==> src/rtl/centroid_tx.sv <==
// centroid_tx: accumulates masked pixel coordinates per frame, divides the
// sums by the pixel count and offers the (x,y) centroid on a valid/ready port.
//
// Ports:
//   clk, aresetn                   clock, async active-low reset
//   pix_valid, pix_sof, pix_mask   pixel stream in raster order
//   z_x, z_y, valid, ready         centroid output handshake
//   frame_drop                     1-cycle pulse when a finished frame is discarded
//
// Build option: CENTROID_HOLD_LAST_EN -- an empty frame re-offers the last centroid.
module centroid_tx #(
  parameter int DISP_WIDTH = 11,
  parameter int H_ACTIVE   = 640,
  parameter int V_ACTIVE   = 480
) (
  input  logic                  clk,
  input  logic                  aresetn,
  input  logic                  pix_valid,
  input  logic                  pix_sof,
  input  logic                  pix_mask,
  output logic [DISP_WIDTH-1:0] z_x,
  output logic [DISP_WIDTH-1:0] z_y,
  output logic                  valid,
  input  logic                  ready,
  output logic                  frame_drop
);

  localparam int SUM_W  = 3 * DISP_WIDTH;
  localparam int CNT_W  = 2 * DISP_WIDTH;
  localparam int STEP_W = $clog2(SUM_W + 1);

  typedef enum logic [1:0] {
    IDLE,
    DIV,
    SEND
  } state_t;

  state_t state_q, state_d;

  logic [DISP_WIDTH-1:0] x_q, y_q;
  logic [DISP_WIDTH-1:0] cur_x, cur_y;
  logic                  line_end, last_line, eof;

  logic [SUM_W-1:0] sum_x, sum_y;
  logic [CNT_W-1:0] cnt;
  logic [SUM_W-1:0] nxt_sum_x, nxt_sum_y;
  logic [CNT_W-1:0] nxt_cnt;

  logic [SUM_W-1:0]  qx, qy;
  logic [CNT_W-1:0]  rx, ry;
  logic [CNT_W-1:0]  dv;
  logic [STEP_W-1:0] step;
  logic [SUM_W-1:0]  qx_n, qy_n;
  logic [CNT_W-1:0]  rx_n, ry_n;
  logic              start, div_last;

  // Position of the beat currently on the input; sof forces (0,0).
  assign cur_x     = pix_sof ? '0 : x_q;
  assign cur_y     = pix_sof ? '0 : y_q;
  assign line_end  = (cur_x == DISP_WIDTH'(H_ACTIVE - 1));
  assign last_line = (cur_y == DISP_WIDTH'(V_ACTIVE - 1));
  assign eof       = pix_valid & line_end & last_line;

  // sof restarts the frame, so its beat is added onto zero.
  always_comb begin
    nxt_sum_x = pix_sof ? '0 : sum_x;
    nxt_sum_y = pix_sof ? '0 : sum_y;
    nxt_cnt   = pix_sof ? '0 : cnt;
    if (pix_mask) begin
      nxt_sum_x = nxt_sum_x + SUM_W'(cur_x);
      nxt_sum_y = nxt_sum_y + SUM_W'(cur_y);
      nxt_cnt   = nxt_cnt + CNT_W'(1);
    end
  end

  always_ff @(posedge clk or negedge aresetn) begin
    if (!aresetn) begin
      x_q   <= '0;
      y_q   <= '0;
      sum_x <= '0;
      sum_y <= '0;
      cnt   <= '0;
    end else if (pix_valid) begin
      if (line_end) begin
        x_q <= '0;
        y_q <= last_line ? '0 : cur_y + DISP_WIDTH'(1);
      end else begin
        x_q <= cur_x + DISP_WIDTH'(1);
        y_q <= cur_y;
      end
      if (eof) begin
        sum_x <= '0;
        sum_y <= '0;
        cnt   <= '0;
      end else begin
        sum_x <= nxt_sum_x;
        sum_y <= nxt_sum_y;
        cnt   <= nxt_cnt;
      end
    end
  end

  // One restoring-division step: returns {remainder, quotient}.
  function automatic logic [CNT_W+SUM_W-1:0] div_step(
    input logic [CNT_W-1:0] r,
    input logic [SUM_W-1:0] q,
    input logic [CNT_W-1:0] d
  );
    logic [CNT_W:0]   sh;
    logic [CNT_W+1:0] diff;
    sh   = {r, q[SUM_W-1]};
    diff = {1'b0, sh} - {2'b00, d};
    if (diff[CNT_W+1])
      div_step = {sh[CNT_W-1:0], q[SUM_W-2:0], 1'b0};
    else
      div_step = {diff[CNT_W-1:0], q[SUM_W-2:0], 1'b1};
  endfunction

  assign {rx_n, qx_n} = div_step(rx, qx, dv);
  assign {ry_n, qy_n} = div_step(ry, qy, dv);

  assign start    = (state_q == IDLE) && eof && (nxt_cnt != '0);
  assign div_last = (step == STEP_W'(SUM_W - 1));

  always_comb begin
    state_d = state_q;
    unique case (state_q)
      IDLE: begin
        if (eof) begin
          if (nxt_cnt != '0)
            state_d = DIV;
`ifdef CENTROID_HOLD_LAST_EN
          else
            state_d = SEND;
`endif
        end
      end
      DIV: begin
        if (div_last)
          state_d = SEND;
      end
      SEND: begin
        if (ready)
          state_d = IDLE;
      end
      default: state_d = IDLE;
    endcase
  end

  always_ff @(posedge clk or negedge aresetn) begin
    if (!aresetn)
      state_q <= IDLE;
    else
      state_q <= state_d;
  end

  always_ff @(posedge clk or negedge aresetn) begin
    if (!aresetn) begin
      qx   <= '0;
      qy   <= '0;
      rx   <= '0;
      ry   <= '0;
      dv   <= '0;
      step <= '0;
      z_x  <= '0;
      z_y  <= '0;
    end else if (start) begin
      qx   <= nxt_sum_x;
      qy   <= nxt_sum_y;
      rx   <= '0;
      ry   <= '0;
      dv   <= nxt_cnt;
      step <= '0;
    end else if (state_q == DIV) begin
      qx   <= qx_n;
      qy   <= qy_n;
      rx   <= rx_n;
      ry   <= ry_n;
      step <= step + STEP_W'(1);
      // z only changes here, so it holds the last result until then.
      if (div_last) begin
        z_x <= qx_n[DISP_WIDTH-1:0];
        z_y <= qy_n[DISP_WIDTH-1:0];
      end
    end
  end

  // A frame ending while a result is in flight is thrown away.
  always_ff @(posedge clk or negedge aresetn) begin
    if (!aresetn)
      frame_drop <= 1'b0;
    else
      frame_drop <= eof && (state_q != IDLE);
  end

  assign valid = (state_q == SEND);

endmodule

==> config.mk <==
export PLATFORM = sky130hd
export DESIGN_NAME = centroid_tx
export DESIGN_NICKNAME = d
export VERILOG_FILES = /design/src/rtl/centroid_tx.sv
export SDC_FILE = /design/constraint.sdc
export NUM_CORES = 1
export LEC_CHECK = 0
export BUFFER_PORTS_ARGS = -buffer_cell sky130_fd_sc_hd__buf_4
export CAP_MARGIN = 10
export CORE_MARGIN = 1
export CORE_UTILIZATION = 40
export CTS_BUF_LIST = sky130_fd_sc_hd__clkbuf_4 sky130_fd_sc_hd__clkbuf_8 sky130_fd_sc_hd__clkbuf_16
export DETAILED_ROUTE_END_ITERATION = 7
export SYNTH_ARGS = -nofsm -noshare
export SYNTH_HDL_FRONTEND = slang
export SYNTH_SLANG_ARGS = --single-unit
export TNS_END_PERCENT = 5
==> constraint.sdc <==
create_clock -name clk -period 3.5 [get_ports clk]
set_input_delay 0.35 -clock clk [delete_from_list [all_inputs] [get_ports clk]]
set_output_delay 0.35 -clock clk [all_outputs]
set_load 0.05 [all_outputs]
==> impl_results.md <==
- Outcome: complete, no violations
- Sequential fraction of the synthesis area: 0.395
- Number of enable-type register cells in the synthesized netlist: 0
- Critical path launch point type: register
- GRT Max-Usage Layer: met2
- Mapped Avg Cell Area: 9.00 µm²
- Worst Hold Launch: ready
- Sink count of the clock tree: 273
- Total standard cell area after synthesis: 0.0173 mm²
- Die extent in x: 210 µm
- CTS Buf Count: 34
- Arrival time of data at the critical path endpoint: 3.67 ns
- Number of synthesis warnings: 0
- Die Span Y: 210 µm
- Post-route antenna net violation count: 0
- Required time at the worst-slack endpoint: 3.95 ns
- Worst reg-to-reg path cell count: 12
- Synth-to-layout area growth: 14.3%
- Number of violations of the max-capacitance limit: 0
- Share of cells above drive strength 1: 0.121
- End point of the most critical hold path: state_q[1]
- Leading cell types by total area after synthesis: dfrtp_1, ha_1, o21ai_0, nand2_1, xnor2_1
- Smallest setup slack after layout: 0.277 ns
- Worst flop-to-flop path startpoint: dv[1]
- Clock transition at the register clock pins on the worst setup and hold paths after CTS: 0.06 ns
- TritonCTS clock tree: yes
- Number of nets in the finished design: 2031
- Vias per inst: 5.88
- Worst slack, placed: 0.123 ns
- Total global routing track utilization: 0.231
- Maximum buffer depth of the clock tree: 3
- Number of levels the H-tree was split into: 2
- Reg-to-reg critical path endpoint: ry[4]
- Number of antenna violations at the first check in global routing: 1
- Share of synthesized flip-flops with an asynchronous set or reset: 1.00
- Initial DRC Count: 1295
- Post-DR wirelength/cell: 19.5 µm
- Drt first pass iters: 8
- Number of placed I/O pins: 30
- Vias post-DR: 15000
- Maximum number of pins on one net before global-route repair: 109
- Power per unit of standard cell area: 374 mW/mm²
- Final RePlAce weighted congestion: 0.872
- Critical path peak fanout: 31
- Total Die Area: 0.0441 mm²
- Nature of the critical path endpoint: register
- Worst Skew: 0.0262 ns
- Number of antenna cells inserted: 0
- Reported leakage power: 0.00853 µW
- Pins over their slew limit: 0
- Post-synth net total: 2001
- Critical path type: reg -> reg
- Transition time at the pin with the least slew margin: 1.07 ns
- Final clock period utilization by the worst path: 0.921
- Highest clock rate: 310 MHz
- Final number of setup-violating endpoints: 0
- Number of storage elements in the synthesis netlist: 273
- DRC violation count after routing: 0
- Setup slack on the worst flop-to-flop path: 0.28 ns
- Final hold violation count: 0
- Unrepaired setup endpoints after global routing: false
- Global Route met1 Usage: 0.327
- Instance count along the most critical hold path: 3
- Initial Utilization: 0.409
- Hpwl dp: 34700 µm
- Max IR drop VDD: 0.000412 V
- Area share of the leading cell type in the synthesized netlist: 0.395
- Insertion delay of the later-clocked pin in the worst-skew pair: 0.55 ns
- Routing usage on met2: 0.360
- Unique masters post-synth: 79
- Biggest area consumer among synthesized cells: dfrtp_1
- Core outline area: 0.0423 mm²
- Number of global-route vias before repair: 14900
- Remaining global-route overflow: 0
- Met3 usage: 0.0340
- Count of buffers inserted at the top-level ports: 29
- Path category of the worst min-delay check: in -> reg
- Relative max-transition margin: 0.276
- CTS root buf: clkbuf_16
- Final critical-path required period: 3.22 ns
- Number of filler instances in the final layout: 3974
- Post-Route WL: 49900 µm
- Syn Inst Count: 1923
- Count of standard-cell rows: 75
- First-pass GRT wire length: 81500 µm
- Synth Flop Type: dfrtp_1
- Post-layout total power: 7390 µW
==> kinds of logic after synthesis <==
logic type / share of synthesized area
adders and majority gates: 0.0546
DFF: 0.395
muxes: 0.0403
buffers and inverters: 0.0435
and+or+nand+nor: 0.183
AOI/OAI and AO/OA: 0.229
xor gates and xnor gates: 0.0551
==> what timing repair did <==
action | in CTS | in global routing
hold buffers | 1 | 0
hold endpoints to repair | 102 | 0
gates resized for setup | 0 | 1
buffers inserted | 0 | 0
setup endpoints to repair | 0 | 3
==> critical path, cell delays in order, from the launching register on <==
cell and delay, ns:
dfrtp_1 0.43, inv_1 0.09, ha_1 0.27, nor2b_1 0.11, o21ai_0 0.11, o21ai_0 0.28, a41oi_1 0.28, o31a_1 0.44
o311a_1 0.46, buf_12 0.20, a211oi_1 0.22, a21oi_1 0.06, o21ai_0 0.16
==> layout make-up <==
| type | count | area [µm²] | share of cell area |
|---|---|---|---|
| clock buffer | 46 | 996 | 0.0503 |
| clock inverter | 15 | 211 | 0.0107 |
| inverter | 67 | 251 | 0.0127 |
| multi-input combinational | 1465 | 9820 | 0.496 |
| sequential | 273 | 6830 | 0.345 |
| tap | 577 | 722 | 0.0365 |
| timing repair buffer | 112 | 951 | 0.0481 |
==> metrics by stage <==
| step | hold WS, ns | utilization | TNS [ns] | instances | area [µm²] |
|---|---|---|---|---|---|
| 5_1_grt | 0.0961 | 0.467 | 0 | 2555 | 19800 |
| 6_report | 0.0831 | 0.467 | 0 | 2555 | 19800 |
| 4_1_cts | 0.0638 | 0.467 | 0 | 2555 | 19800 |
| 3_3_place_gp | 0.458 | 0.439 | 0 | 2493 | 18600 |
| 2_1_floorplan | 0.0544 | - | -1.77 | 1923 | 17400 |
| 3_5_place_dp | 0.463 | 0.439 | 0 | 2493 | 18600 |
==> per-layer routing <==
layer / part of all wire / up-vias / routed length, µm
li1: - / 7105 / -
met1: 0.47 / 7402 / 23600
met2: 0.44 / 442 / 22000
met3: 0.061 / 79 / 3040
met4: 0.027 / 0 / 1330
met5: 0 / - / 0
==> sequential cells by signal, summed over array words and instances, names as in the netlist <==
| register | cells |
|---|---|
| qx | 33 |
| qy | 33 |
| sum_x | 33 |
| sum_y | 33 |
| cnt | 22 |
| dv | 22 |
| rx | 22 |
| ry | 22 |
| x_q | 11 |
| y_q | 11 |
| z_x | 11 |
| z_y | 11 |
| step | 6 |
| state_q | 2 |
| frame_drop | 1 |
==> cells in the final DEF (no fill, tap or decap), types with 7 or more instances in the layout <==
cell type / instances
a211oi_1: 22
a21o_1: 14
a21oi_1: 92
a221o_1: 7
a222oi_1: 29
a22o_1: 24
a22oi_1: 23
a31oi_1: 16
a32o_1: 7
and2_1: 10
and3_1: 25
buf_12: 8
buf_4: 102
clkbuf_16: 35
dfrtp_1: 272
ha_1: 69
inv_1: 64
mux2_2: 33
mux2i_1: 31
nand2_1: 182
nand2b_1: 14
nand3_1: 60
nand4_1: 23
nor2_1: 130
nor2b_1: 85
nor3_1: 35
nor4_1: 14
o211ai_1: 10
o21a_1: 19
o21ai_0: 148
o22ai_1: 19
o2bb2ai_1: 41
o31a_1: 11
o31ai_1: 54
or3_1: 15
xnor2_1: 73
xor2_1: 36
==> worst max path at each step <==
| stage | from | end | slack [ns] |
|---|---|---|---|
| after floorplan | pix_sof | qx[14] | -0.05 |
| after global placement | pix_sof | rx[21] | 0.16 |
| after detailed placement | pix_sof | rx[21] | 0.12 |
| after CTS | qy[32] | ry[18] | 0.18 |
| after global routing | qy[32] | ry[18] | 0.04 |
| final | dv[1] | ry[4] | 0.28 |
==> cell usage after synthesis, types with 24 or more instances <==
master / n
inv_1: 64
nor2b_1: 88
nand3_1: 62
xnor2_1: 73
a21oi_1: 93
nand2_1: 183
ha_1: 70
nor3_1: 36
a222oi_1: 29
dfrtp_1: 273
o21ai_0: 148
and3_1: 25
o2bb2ai_1: 41
mux2_2: 33
mux2i_1: 31
o31ai_1: 54
a22o_1: 24
nor2_1: 130
clkbuf_1: 78
xor2_1: 36
==> power by group <==
group / total [µW] / switching (µW) / internal [µW]
clock: 3800 / 1430 / 2370
combinational: 379 / 266 / 113
sequential: 3210 / 32.8 / 3180
total: 7390 / 1730 / 5660
Note: power is estimated with default switching activity, not from simulation.
